<file path="config.mk">
export PLATFORM = sky130hd
export DESIGN_NAME = matrix_elem_loader
export DESIGN_NICKNAME = d
export VERILOG_FILES = /design/src/rtl/matrix_elem_loader_pkg.sv /design/src/rtl/matrix_elem_loader_elem_addr_decoder.sv /design/src/rtl/matrix_elem_loader.sv
export SDC_FILE = /design/constraint.sdc
export NUM_CORES = 1
export LEC_CHECK = 0
export CELL_PAD_IN_SITES_DETAIL_PLACEMENT = 1
export CELL_PAD_IN_SITES_GLOBAL_PLACEMENT = 1
export CORE_ASPECT_RATIO = 0.6
export CORE_MARGIN = 8
export CORE_UTILIZATION = 32
export CTS_CLUSTER_SIZE = 30
export DETAILED_ROUTE_END_ITERATION = 16
export GPL_TIMING_DRIVEN = 0
export HOLD_SLACK_MARGIN = 0.15
export MAX_ROUTING_LAYER = met4
export PLACE_DENSITY = 0.83
export SLEW_MARGIN = 20
export SYNTH_ARGS = -nofsm -noshare
export SYNTH_HDL_FRONTEND = slang
export SYNTH_SLANG_ARGS = --single-unit
</file>
<file path="constraint.sdc">
create_clock -name clk -period 2.9 [get_ports clk]
set_input_delay 0.725 -clock clk [delete_from_list [all_inputs] [get_ports clk]]
set_output_delay 0.725 -clock clk [all_outputs]
set_load 0.05 [all_outputs]
</file>
<file path="src/rtl/matrix_elem_loader_pkg.sv">
// Shared types and helpers for the matrix element loader.
package matrix_elem_loader_pkg;

  typedef enum logic [1:0] {
    ST_IDLE   = 2'd0,
    ST_STREAM = 2'd1,
    ST_DONE   = 2'd2
  } state_e;

  // Flat element index: row-major, bit index of the one-hot write enable.
  function automatic int unsigned idx(input int unsigned row,
                                      input int unsigned col,
                                      input int unsigned cols);
    return row * cols + col;
  endfunction

  // Address field width, never narrower than one bit.
  function automatic int unsigned addr_w(input int unsigned n);
    return (n <= 1) ? 1 : $clog2(n);
  endfunction

endpackage

</file>
<file path="src/rtl/matrix_elem_loader_elem_addr_decoder.sv">
// Combinational {row, col} to one-hot element decoder with enable and range flag.
module elem_addr_decoder
  import matrix_elem_loader_pkg::*;
#(
  parameter int unsigned ROWS   = 3,
  parameter int unsigned COLS   = 3,
  parameter int unsigned ROW_AW = 2,
  parameter int unsigned COL_AW = 2,
  parameter int unsigned NEL    = ROWS * COLS
) (
  input  logic              en,
  input  logic [ROW_AW-1:0] row,
  input  logic [COL_AW-1:0] col,
  output logic [NEL-1:0]    onehot,
  output logic              in_range
);

  always_comb begin
    onehot   = '0;
    in_range = (32'(row) < ROWS) && (32'(col) < COLS);
    for (int unsigned i = 0; i < NEL; i++) begin
      onehot[i] = en && in_range && (idx(32'(row), 32'(col), COLS) == i);
    end
  end

endmodule

</file>
<file path="src/rtl/matrix_elem_loader.sv">
// Loads matrix elements as one-hot write strobes, either by random address or
// as a row-major stream started by a pulse on start.
module matrix_elem_loader
  import matrix_elem_loader_pkg::*;
#(
  parameter int unsigned ROWS   = 3,
  parameter int unsigned COLS   = 3,
  parameter int unsigned DATA_W = 8,
  localparam int unsigned ROW_AW = addr_w(ROWS),
  localparam int unsigned COL_AW = addr_w(COLS),
  localparam int unsigned ADDR_W = ROW_AW + COL_AW,
  localparam int unsigned NEL    = ROWS * COLS
) (
  input  logic              clk,
  input  logic              rst,
  input  logic              start,
  input  logic              abort,
  input  logic              in_valid,
  output logic              in_ready,
  input  logic [ADDR_W-1:0] in_addr,
  input  logic [DATA_W-1:0] in_data,
  output logic [NEL-1:0]    we,
  output logic [DATA_W-1:0] wdata,
  output logic              err,
  output logic              done,
  output logic              busy
);

  state_e              state;
  logic [ROW_AW-1:0]   row_cnt;
  logic [COL_AW-1:0]   col_cnt;
  logic                accept;
  logic                last_elem;
  logic [ROW_AW-1:0]   sel_row;
  logic [COL_AW-1:0]   sel_col;
  logic [NEL-1:0]      dec_onehot;
  logic                dec_in_range;

  // in_ready is a register tracking state, so acceptance has no path from in_valid to in_ready.
  assign accept    = in_valid & in_ready;
  assign last_elem = (row_cnt == ROW_AW'(ROWS - 1)) && (col_cnt == COL_AW'(COLS - 1));

  // Stream mode writes at the counters; otherwise the beat carries its own address.
  always_comb begin
    sel_row = in_addr[ADDR_W-1:COL_AW];
    sel_col = in_addr[COL_AW-1:0];
    if (state == ST_STREAM) begin
      sel_row = row_cnt;
      sel_col = col_cnt;
    end
  end

  elem_addr_decoder #(
    .ROWS   (ROWS),
    .COLS   (COLS),
    .ROW_AW (ROW_AW),
    .COL_AW (COL_AW),
    .NEL    (NEL)
  ) u_dec (
    .en       (accept),
    .row      (sel_row),
    .col      (sel_col),
    .onehot   (dec_onehot),
    .in_range (dec_in_range)
  );

  always_ff @(posedge clk or posedge rst) begin
    if (rst) begin
      state    <= ST_IDLE;
      row_cnt  <= '0;
      col_cnt  <= '0;
      we       <= '0;
      wdata    <= '0;
      err      <= 1'b0;
      done     <= 1'b0;
      busy     <= 1'b0;
      in_ready <= 1'b1;
    end else begin
      we   <= dec_onehot;
      err  <= accept && !dec_in_range;
      done <= 1'b0;
      if (accept && dec_in_range) begin
        wdata <= in_data;
      end

      case (state)
        ST_IDLE: begin
          if (start) begin
            state   <= ST_STREAM;
            row_cnt <= '0;
            col_cnt <= '0;
            busy    <= 1'b1;
          end
        end

        ST_STREAM: begin
          if (accept) begin
            if (col_cnt == COL_AW'(COLS - 1)) begin
              col_cnt <= '0;
              row_cnt <= last_elem ? '0 : row_cnt + ROW_AW'(1);
            end else begin
              col_cnt <= col_cnt + COL_AW'(1);
            end
          end
          // Abort wins over completion: the final beat is still written, but no done.
          if (abort) begin
            state <= ST_IDLE;
            busy  <= 1'b0;
          end else if (accept && last_elem) begin
            state    <= ST_DONE;
            done     <= 1'b1;
            in_ready <= 1'b0;
          end
        end

        ST_DONE: begin
          state    <= ST_IDLE;
          busy     <= 1'b0;
          in_ready <= 1'b1;
        end

        default: begin
          state    <= ST_IDLE;
          busy     <= 1'b0;
          in_ready <= 1'b1;
        end
      endcase
    end
  end

endmodule

</file>
# After elaboration in Yosys (flattened, before gate mapping)
# Cells that the tools add are included.
# Widths: inputs -> output; s select.
word_totals:
  register_bits: 27
  latch_bits: 0
  ram_bits: 0
  rom_bits: 0
  inputBits: 17
  output_inout_bits: 21
  word_cells: 81
  n_memories: 0
op_classes:
  add_sub_neg: 3
  mul: 1
  n_div: 0
  n_lt_le_gt_ge: 2
  eq_ne: 18
  n_shift: 0
  muxes: 23
  n_bitwise: 2
  n_reduce_logical: 23
op_table:
  columns: ["op", "n"]
  rows:
  - ["$eq 32x3->1 const B", 4]
  - ["$eq 32x2->1 const B", 2]
  - ["$eq 32x4->1 const B", 1]
  - ["$logic_not 32->1", 1]
  - ["$mux 2", 11]
  - ["$logic_and 1x1->1", 14]
  - ["$pmux 2 s2", 3]
  - ["$ne 2x2->1 const B", 4]
  - ["$mux 1", 7]
  - ["$reduce_and 3->1", 2]
  - ["$add 4x2->5", 1]
  - ["$eq 5x1->1 const B", 1]
  - ["$add 2x1->2 const B", 2]
  - ["$eq 2x2->1 const B", 2]
  - ["$lt 2x2->1 const B", 2]
  - ["$mul 2x2->4 const B", 1]
  - ["$ne 2x1->1 const B", 2]
  - ["$pmux 1 s2", 2]
  - ["$reduce_and 2->1", 2]
  - ["$reduce_and 4->1", 1]
  - ["$ne 3x2->1 const B", 1]
  - ["$eq 2x1->1 const B", 1]
  - ["$logic_not 2->1", 1]
  - ["$reduce_bool 2->1", 1]
  - ["3 further kinds", 3]

# Logic depth before layout (Yosys ltp)
# Gate-level depths: netlist (run 1).
logic_depth:
  word_depth: 6
  depth_mapped: 13
  ltp_nobuf: 11

# Cells and area by module
# From an unflattened synthesis (run 1), not the netlist that was laid out.
hier_totals:
  hier_cells: 108
  area_unflattened_um2: 1218.7
modules_own_cells:
  columns: ["mod", "instances", "cells_per_inst", "area_per_inst_um2", "seq_area_each_um2"]
  rows:
  - ["matrix_elem_loader", 1, 81, 1014.7, 676.9]
  - ["elem_addr_decoder", 1, 27, 203.9, 0.0]

# Worst setup path before layout (run 1)
# Ideal clock, no wire load.
synth_path:
  path_type: "register to register"
  start: "register state[1]"
  end: "register we[4]"
  setup_time_ns: 0.101
  arrival_ns: 2.713
  required_ns: 2.799
  setup_slack_ns: 0.086
  stages_incl_launch_ff: 12
  n_path_buf: 1
  synth_period_minus_slack_ns: 2.814
  path_cell_list: "dfrtp_1 -> nand2b_1 -> buf_2 -> nand2_1 -> a21boi_0 -> fa_1 -> inv_1 -> ha_1 -> inv_1 -> fa_1 -> nand3b_1 -> nor4_1"
synth_between:
  elab_chain_len: 6
  word_cells_on_any_way: 11
  cone_classes: "add/sub (1); mul (1); order compare (2); eq/ne (2); mux (2); reduce/logical (3)"
synth_lines:
  columns: ["item", "line_no", "rtl"]
  rows:
  - ["from (decl)", "matrix_elem_loader.sv:29", "state_e state;"]
  - ["from (signal assigned)", "matrix_elem_loader.sv:69", "state <= ST_IDLE;"]
  - ["from (signal assigned)", "matrix_elem_loader.sv:89", "state <= ST_STREAM;"]
  - ["from (signal assigned)", "matrix_elem_loader.sv:107", "state <= ST_IDLE;"]
  - ["$eq 2x1->1 (*)", "matrix_elem_loader.sv:47", "if (state == ST_STREAM) begin"]
  - ["$mux 2", "matrix_elem_loader.sv:47", null]
  - ["$mul 2x2->4 or $lt 2x2->1 (tied branches)", "matrix_elem_loader_pkg.sv:14, matrix_elem_loader_elem_addr_decoder.sv:20", null]
  - ["$add 4x2->5 or $logic_and 1x1->1 (tied branches)", "matrix_elem_loader_pkg.sv:14, matrix_elem_loader_elem_addr_decoder.sv:20", null]
  - ["$eq 32x3->1 or $logic_and 1x1->1 (tied branches)", "matrix_elem_loader_elem_addr_decoder.sv:22", "onehot[i] = en && in_range && (idx(32'(row), 32'(col), COLS) == i);"]
  - ["$logic_and 1x1->1 (*)", "matrix_elem_loader_elem_addr_decoder.sv:22", null]
  - ["net dec_onehot[4]", "matrix_elem_loader.sv:36", "logic [NEL-1:0] dec_onehot;"]
  - ["to (signal assigned)", "matrix_elem_loader.sv:79", "we <= dec_onehot;"]
  - ["to (decl)", "matrix_elem_loader.sv:22", "output logic [NEL-1:0] we,"]
# Mark *: on every way through the listed nets, which the timed path passes. The rest lies on a longest branch.
# A chain may end at the register's enable or synchronous reset.

# Worst setup path after layout (run 1)
layout_path:
  start: "register state[1]"
  end: "register we[0]"
layout_between:
  elab_chain_len: 6
  word_cells_on_any_way: 11
  cone_classes: "add/sub (1); mul (1); order compare (2); eq/ne (1); mux (2); reduce/logical (4)"
layout_lines:
  columns: ["item", "line_no"]
  rows:
  - ["$eq 2x1->1 (*)", "matrix_elem_loader.sv:47"]
  - ["$mux 2", "matrix_elem_loader.sv:47"]
  - ["$mul 2x2->4 or $lt 2x2->1 (tied branches)", "matrix_elem_loader_pkg.sv:14, matrix_elem_loader_elem_addr_decoder.sv:20"]
  - ["$add 4x2->5 or $logic_and 1x1->1 (tied branches)", "matrix_elem_loader_pkg.sv:14, matrix_elem_loader_elem_addr_decoder.sv:20"]
  - ["$logic_not 32->1 or $logic_and 1x1->1 (tied branches)", "matrix_elem_loader_elem_addr_decoder.sv:22"]
  - ["$logic_and 1x1->1 (*)", "matrix_elem_loader_elem_addr_decoder.sv:22"]
  - ["net dec_onehot[0]", "matrix_elem_loader.sv:36"]
# Marked as above.

==> impl_metrics.sql, run 1 <==
INSERT INTO impl_metrics (metric_group, metric, value, unit) VALUES
('placement', 'port_buffers', '37', ''),
('timing', 'final.period_utilization', '0.958', ''),
('power', 'p_leak', '0.879', 'nW'),
('grt', 'first_global_vias', '1113', ''),
('clocking', 'clk_root_buffer_cell', 'clkbuf_8', ''),
('critical_path', 'timing.critical_path.from_type', 'flip-flop', ''),
('detailed_routing', 'firstDrtPassIters', '3', ''),
('layout', 'area.growth.synth_to_final', '53.2', '%'),
('clocking', 'tritoncts_clock_tree', 'built', ''),
('critical_path', 'cpMostUsedCell', 'fa_1', ''),
('timing', 'rel_slew_slack', '0.365', ''),
('logic_synthesis', 'synth_cell_type_count', '32', ''),
('grt', 'largest_net_degree_at_the_start_of_global_routing', '28', ''),
('placement', 'detailedPlace.worstSlack', '-0.611', 'ns'),
('layout', 'filler_cell_count', '422', ''),
('critical_path', 'critical_path.cell_chain', 'nand2b_4, buf_8, nand2_1, a21boi_4, fa_1, inv_1, ha_2, inv_2, fa_1, nand3_1, nor4_2', ''),
('clocking', 'clock-sinks', '27', ''),
('critical_path', 'timing.rr.start', 'state[1]$_DFFE_PP0P_', ''),
('detailed_routing', 'first_iter_violations', '24', ''),
('critical_path', 'critPathMaxStageDelay', '0.57', 'ns'),
('flow_run', 'reported_max_cap_violation_count', '0', ''),
('clocking', 'ctsLongestPathBuffers', '2', ''),
('grt', 'grt_pass1_wl', '5.92', 'mm'),
('clocking', 'clock_latency', '0.27', 'ns'),
('power', 'pwr_density_cell', '471', 'nW/um^2'),
('logic_synthesis', 'synth_net_count', '130', ''),
('placement', 'place.gp.congestion', '0.791', ''),
('outcome', 'outcome', 'completed', ''),
('die', 'top_level_ports', '38', ''),
('layout', 'non_filler_instances', '214', ''),
('logic_synthesis', 'synth_largest_type_area_fraction', '0.503', ''),
('die', 'initial_core_util', '0.324', ''),
('layout', 'final_layout_size_suffix_gt1_frac', '0.305', ''),
('hold_path', 'hold_class', 'flip-flop to flip-flop', ''),
('detailed_routing', 'wirelength', '3.61', 'mm'),
('critical_path', 'worstPathRequired', '3.07', 'ns'),
('clocking', 'cts.reportedPaths.clkPinSlew', '0.09', 'ns'),
('die', 'design.die.area', '6400', 'um^2'),
('timing', 'worst-slew-pin-transition', '0.946', 'ns'),
('logic_synthesis', 'post_synth_main_area_contributors', 'dfrtp_1 50%, mux2_2 8.7%, nand2b_1 3.4%', ''),
('logic_synthesis', 'synth_cells', '108', ''),
('detailed_routing', 'detailroute.via_count', '1037', ''),
('critical_path', 'crit_slowest_cell', 'fa_1', ''),
('die', 'die_width', '98.0', 'um'),
('power', 'peakVddDrop', '239', 'uV'),
('layout', 'antenna_cells_inserted', '0', ''),
('critical_path', 'crit_fanout', '7', ''),
('critical_path', 'cp.buffers_inverters', '3', ''),
('layout', 'fin_nets', '187', ''),
('critical_path', 'timing.critical_path.to_type', 'flip-flop', ''),
('logic_synthesis', 'syn_avg_cell_area', '12.0', 'um^2'),
('grt', 'grt.overflow.total', '0', ''),
('logic_synthesis', 'seq_area_frac_synth', '0.524', ''),
('critical_path', 'cp_top_family', 'adder cells', ''),
('critical_path', 'startpoint', 'state[1]$_DFFE_PP0P_', ''),
('timing', 'finalSetupViolations', '0', ''),
('detailed_routing', 'post-route-drc-count', '0', ''),
('clocking', 'numCtsBuffers', '3', ''),
('clocking', 'cts_htree_levels', '1', ''),
('timing', 'hold_viol_final', '0', ''),
('logic_synthesis', 'netlist.top_cell.by_area', 'dfrtp_1', ''),
('grt', 'grt_util_all_layers', '0.118', ''),
('timing', 'period_minus_slack', '2.78', 'ns'),
('timing', 'fin_tns_setup', '0', 'ns'),
('hold_path', 'worst_hold_startpoint', 'in_ready$_DFFE_PP1P_', ''),
('die', 'fp.coreArea', '3990', 'um^2'),
('logic_synthesis', 'postSynthRegisterBits', '27', ''),
('timing', 'drv_slew', '0', ''),
('timing', 'final.setup.worst_slack', '0.121', 'ns'),
('timing', 'fmax', '360', 'MHz'),
('timing', 'finalHoldWorstSlack', '0.516', 'ns');
## metal layers
metal / wire [um] / global-route usage / part of all wire
met1: 1620 / 0.141 / 0.45
met2: 1790 / 0.188 / 0.50
met4: 32 / 0.0405 / 0.0089
met3: 176 / 0.0358 / 0.049
met5: 0 / - / 0
## synth_stat cells, drive strengths merged
master    n
dfrtp    26
mux2     10
nor3      8
inv       7
nand2b    7
nand2     6
nor4      4
a21oi     3
buf       3
ha        3
nand3     3
o21ai     3
a31oi     2
and2      2
fa        2
mux2i     2
nand3b    2
nand4b    2
nor2      2
nor2b     2
a21boi    1
a221oi    1
and3      1
dfstp     1
nor3b     1
o2111ai   1
o211ai    1
o2bb2ai   1
o41ai     1
## power breakdown
| group | internal, mW | switching [mW] |
|---|---|---|
| Clock | 0.0975 | 0.119 |
| Combinational | 0.132 | 0.161 |
| Sequential | 0.392 | 0.0308 |
| Total | 0.622 | 0.310 |
## timing repair
action | 4_1_cts | 5_1_grt
setup endpoints to repair | 9 | 8
gates resized for setup | 12 | 13
pin swaps | 3 | 3
buffers inserted | 2 | 13
## cell families (layout without fill, tap and decap cells)
family                   Yosys count  in the layout  synth area share
AND/OR/NAND/NOR                   40             40             0.188
flip-flops                        27             27             0.524
AO/OA/AOI/OAI                     14             14            0.0891
multiplexers                      12             12             0.103
buffers and inverters             10             66            0.0368
adder cells (fa/ha/maj)            5              5            0.0600
## flip-flops by register name (all words and copies together), names as in the netlist
| name | flops |
|---|---|
| we | 9 |
| col_cnt | 2 |
| wdata | 8 |
| state | 2 |
| in_ready | 1 |
| err | 1 |
| row_cnt | 2 |
| done | 1 |
| busy | 1 |
## worst min-delay path, delay by kind of cell (launching register included)
family,cells,cell delay [ns]
AO/OA/AOI/OAI,1,0.06
flip-flops,1,0.40
AND/OR/NAND/NOR,1,0.06
## path summary, 6_finish.rpt
kind / to / cells after the start / slack, ns
setup / recovery: we[0]$_DFF_PP0_ / 11 / 0.12
hold / removal: in_ready$_DFFE_PP1P_ / 2 / 0.52
setup reg to reg: we[0]$_DFF_PP0_ / 11 / 0.12
hold reg to reg: in_ready$_DFFE_PP1P_ / 2 / 0.52
max in group asynchronous: state[1]$_DFFE_PP0P_ / 2 / 1.56
min in group asynchronous: wdata[1]$_DFFE_PP0P_ / 2 / 0.86
## cell type report
cell class	count	area, um^2	share of cell area
plain buffers	3	31.3	0.0158
clock inverters	1	7.51	0.00379
inverters	7	26.3	0.0133
well taps	50	62.6	0.0316
clock buffers	3	41.3	0.0208
multi-input cells	71	651	0.328
repair buffers	52	483	0.244
flip-flops and latches	27	678	0.342
## stage by stage
| step | area (um^2) | utilization |
|---|---|---|
| 4_1_cts | 1820 | 0.457 |
| 2_1_floorplan | 1290 | - |
| 3_5_place_dp | 1730 | 0.433 |
| 6_report | 1980 | 0.497 |
| 5_1_grt | 1980 | 0.497 |
| 3_3_place_gp | 1730 | 0.433 |
## cells in the final DEF, fill, tap and decap left out, types with 3 or more instances in the layout
cell type        count
inv_1                5
clkdlybuf4s50_1     34
a21oi_1              3
buf_4               14
nand3_1              3
nor3_1               4
nand2_1              6
clkbuf_8             3
dfrtp_1             25
mux2_2              10
nand2b_1             6
dlygate4sd2_1        3
o21ai_0              3
Note: power is estimated with default switching activity, not from simulation.
==> inputs of run 2 (changes only) <==
CORE_MARGIN = 2   (was 8)
==> impl_metrics.sql, run 2 (same netlist as run 1, synthesis figures left out) <==
INSERT INTO impl_metrics (metric_group, metric, value, unit) VALUES
('timing', 'final.setup.worst_slack', '0.0235', 'ns'),
('critical_path', 'timing.rr.start', 'state[1]$_DFFE_PP0P_', ''),
('detailed_routing', 'route.met3.wl', '248', 'um'),
('detailed_routing', 'route.detailed.wl_per_inst', '17.4', 'um'),
('layout', 'area.growth.synth_to_final', '51.5', '%'),
('outcome', 'outcome', 'completed', ''),
('timing', 'worst-slew-pin-transition', '0.935', 'ns'),
('grt', 'grt_antenna_before_repair', '0', ''),
('placement', 'port_buffers', '37', ''),
('layout', 'registers.top_by_ff_count', 'we', ''),
('clocking', 'numCtsBuffers', '3', ''),
('critical_path', 'cpMostUsedCell', 'fa_1', ''),
('critical_path', 'reg2reg_depth', '12', ''),
('grt', 'grt_pass1_wl', '5.38', 'mm'),
('layout', 'largest_reg_flops', '9', ''),
('critical_path', 'timing.rr.end', 'we[6]$_DFF_PP0_', ''),
('clocking', 'clk_root_buffer_cell', 'clkbuf_8', ''),
('hold_path', 'worst_hold_path.num_cells', '1', ''),
('critical_path', 'timing.critical_path.from_type', 'flip-flop', ''),
('timing', 'rel_slew_slack', '0.373', ''),
('grt', 'first_global_vias', '1073', ''),
('layout', 'final_layout_size_suffix_gt1_frac', '0.297', ''),
('hold_path', 'hold_class', 'flip-flop to flip-flop', ''),
('die', 'die_width', '86.0', 'um'),
('clocking', 'clock-sinks', '27', ''),
('grt', 'grt_util_all_layers', '0.164', ''),
('timing', 'finalSetupViolations', '0', ''),
('placement', 'place.gp.congestion', '0.838', ''),
('layout', 'multiInputGateArea', '676', 'um^2'),
('die', 'initial_core_util', '0.343', ''),
('flow_run', 'reported_max_cap_violation_count', '0', ''),
('layout', 'filler_cell_count', '409', ''),
('detailed_routing', 'viasPerCell', '5.20', ''),
('critical_path', 'cp.arrival', '3.07', 'ns'),
('detailed_routing', 'detailroute.via_count', '1067', ''),
('clocking', 'cts.reportedPaths.clkPinSlew', '0.09', 'ns'),
('timing', 'drv_slew', '0', ''),
('detailed_routing', 'top_layer_used', 'met4', ''),
('layout', 'highest_count_cells_in_the_layout_ignoring_fill_and_taps', '34 x clkdlybuf4s50_1, 25 x dfrtp_1, 10 x mux2_2', ''),
('clocking', 'clock_latency', '0.27', 'ns'),
('placement', 'place_inst', '192', ''),
('placement', 'detailedPlacementHpwl', '2.41', 'mm'),
('clocking', 'cts_htree_levels', '1', ''),
('critical_path', 'critPathMaxStageDelay', '0.52', 'ns'),
('layout', 'fin_nets', '181', ''),
('detailed_routing', 'firstDrtPassIters', '4', ''),
('detailed_routing', 'postRouteAntennaNets', '0', ''),
('die', 'fp.dieH', '53.2', 'um'),
('hold_path', 'worst_hold_startpoint', 'wdata[0]$_DFFE_PP0P_', ''),
('layout', 'registers_with_the_most_flip_flops', 'we x9, wdata x8', ''),
('layout', 'non_filler_instances', '205', ''),
('detailed_routing', 'met2RoutedLength', '1.76', 'mm'),
('power', 'pwr_density_cell', '476', 'nW/um^2'),
('layout', 'layout_commonest_cell', 'clkdlybuf4s50_1', ''),
('timing', 'hold_viol_final', '0', ''),
('clocking', 'ctsLongestPathBuffers', '2', ''),
('grt', 'grt.overflow.total', '0', ''),
('layout', 'regArea', '678', 'um^2'),
('clocking', 'holdBufCountCts', '0', ''),
('die', 'fp.coreArea', '3760', 'um^2'),
('critical_path', 'ff2ff_setup_slack', '0.02', 'ns'),
('detailed_routing', 'post-route-drc-count', '0', ''),
('timing', 'unrepaired_setup_endpoints_after_global_routing', 'true', ''),
('placement', 'detailedPlace.worstSlack', '-0.577', 'ns'),
('critical_path', 'timing.critical_path.to_type', 'flip-flop', ''),
('critical_path', 'crit_slowest_cell', 'fa_1', ''),
('layout', 'antenna_cells_inserted', '0', ''),
('detailed_routing', 'first_iter_violations', '23', ''),
('timing', 'final.period_utilization', '0.992', ''),
('critical_path', 'worstPathRequired', '3.09', 'ns'),
('timing', 'period_minus_slack', '2.88', 'ns'),
('die', 'design.die.area', '4580', 'um^2'),
('power', 'p_leak', '0.869', 'nW'),
('critical_path', 'ws_path_type', 'flip-flop to flip-flop', ''),
('detailed_routing', 'wirelength', '3.56', 'mm'),
('clocking', 'tritoncts_clock_tree', 'built', ''),
('critical_path', 'crit_fanout', '7', ''),
('die', 'top_level_ports', '38', ''),
('grt', 'largest_net_degree_at_the_start_of_global_routing', '28', ''),
('timing', 'fmax', '348', 'MHz'),
('power', 'peakVddDrop', '174', 'uV'),
('timing', 'fin_skew', '0.00628', 'ns'),
('hold_path', 'hold-path-endpoint', 'wdata[0]$_DFFE_PP0P_', ''),
('critical_path', 'critical_path.cell_chain', 'nand2b_4, buf_8, nand2_4, a21boi_4, fa_1, inv_1, ha_2, inv_2, fa_1, nand3b_1, buf_6, nor3_4', ''),
('die', 'placement_rows', '17', ''),
('detailed_routing', 'drt-met1-wl', '1.52', 'mm');
-- run 2: changes by cell type in the layout (fill, tap and decap cells not counted), sizes merged --
cell	before	now
clkinv	1	2
buf	18	12
dlymetal6s2s	0	1
dlygate4sd2	3	2
clkinvlp	1	0
-- run 2: routing by layer --
layer | track usage | up-vias
li1 | - | 486
met3 | 0.0359 | 4
met2 | 0.271 | 41
met1 | 0.203 | 536
met4 | 0.0529 | 0
met5 | - | -
-- run 2: cell type report --
type | count | share of cell area
timing repair buffer | 46 | 0.226
sequential | 27 | 0.346
clock buffer | 3 | 0.0211
inverter | 7 | 0.0134
multi-input combinational | 71 | 0.345
tap | 47 | 0.0300
clock inverter | 1 | 0.00256
buffer | 3 | 0.0160
-- run 2: worst max-delay path, delay by kind of cell (launching register included) --
kind / cells / cell delay (ns)
AO/OA/AOI/OAI: 1 / 0.20
adder cells (fa/ha/maj): 3 / 1.15
buffers and inverters: 4 / 0.43
flip-flops: 1 / 0.43
AND/OR/NAND/NOR: 4 / 0.57
-- run 2: how the worst max path moves through the flow --
| stage | from | to | slack (ns) | cells after the start |
|---|---|---|---|---|
| after detailed placement | in_addr[3] | we[2]$_DFF_PP0_ | -0.58 | 10 |
| final | state[1]$_DFFE_PP0P_ | we[6]$_DFF_PP0_ | 0.02 | 12 |
| after global placement | in_addr[3] | we[4]$_DFF_PP0_ | -0.50 | 10 |
| after global routing | state[0]$_DFFE_PP0P_ | we[5]$_DFF_PP0_ | -0.11 | 12 |
| after CTS | state[0]$_DFFE_PP0P_ | we[4]$_DFF_PP0_ | 0.02 | 12 |
| after floorplan | state[1]$_DFFE_PP0P_ | we[4]$_DFF_PP0_ | 0.09 | 11 |
-- run 2: report_power, final --
group | leakage [nW] | internal (mW) | switching [mW] | total, mW
clock | 0.0255 | 0.0963 | 0.114 | 0.210
sequential | 0.365 | 0.392 | 0.0336 | 0.426
combinational | 0.478 | 0.130 | 0.166 | 0.297
total | 0.869 | 0.619 | 0.314 | 0.932
-- run 2: what timing repair did --
action,in CTS,in global routing
endpoints found under the setup margin,9,8
setup buffers,4,5
resized for setup,14,16
pin swaps,3,3
-- run 2: through the flow --
step / util / setup TNS, ns / instance area [um^2] / hold WS (ns) / total power [mW]
final: 0.520 / 0 / 1960 / 0.510 / 0.932
after global placement: 0.457 / -3.93 / 1720 / 0.487 / 0.636
after detailed placement: 0.457 / -4.52 / 1720 / 0.495 / 0.650
after floorplan: - / 0 / 1290 / 0.477 / 0.577
after global routing: 0.520 / -0.376 / 1960 / 0.527 / 0.988
after CTS: 0.490 / 0 / 1840 / 0.517 / 0.887
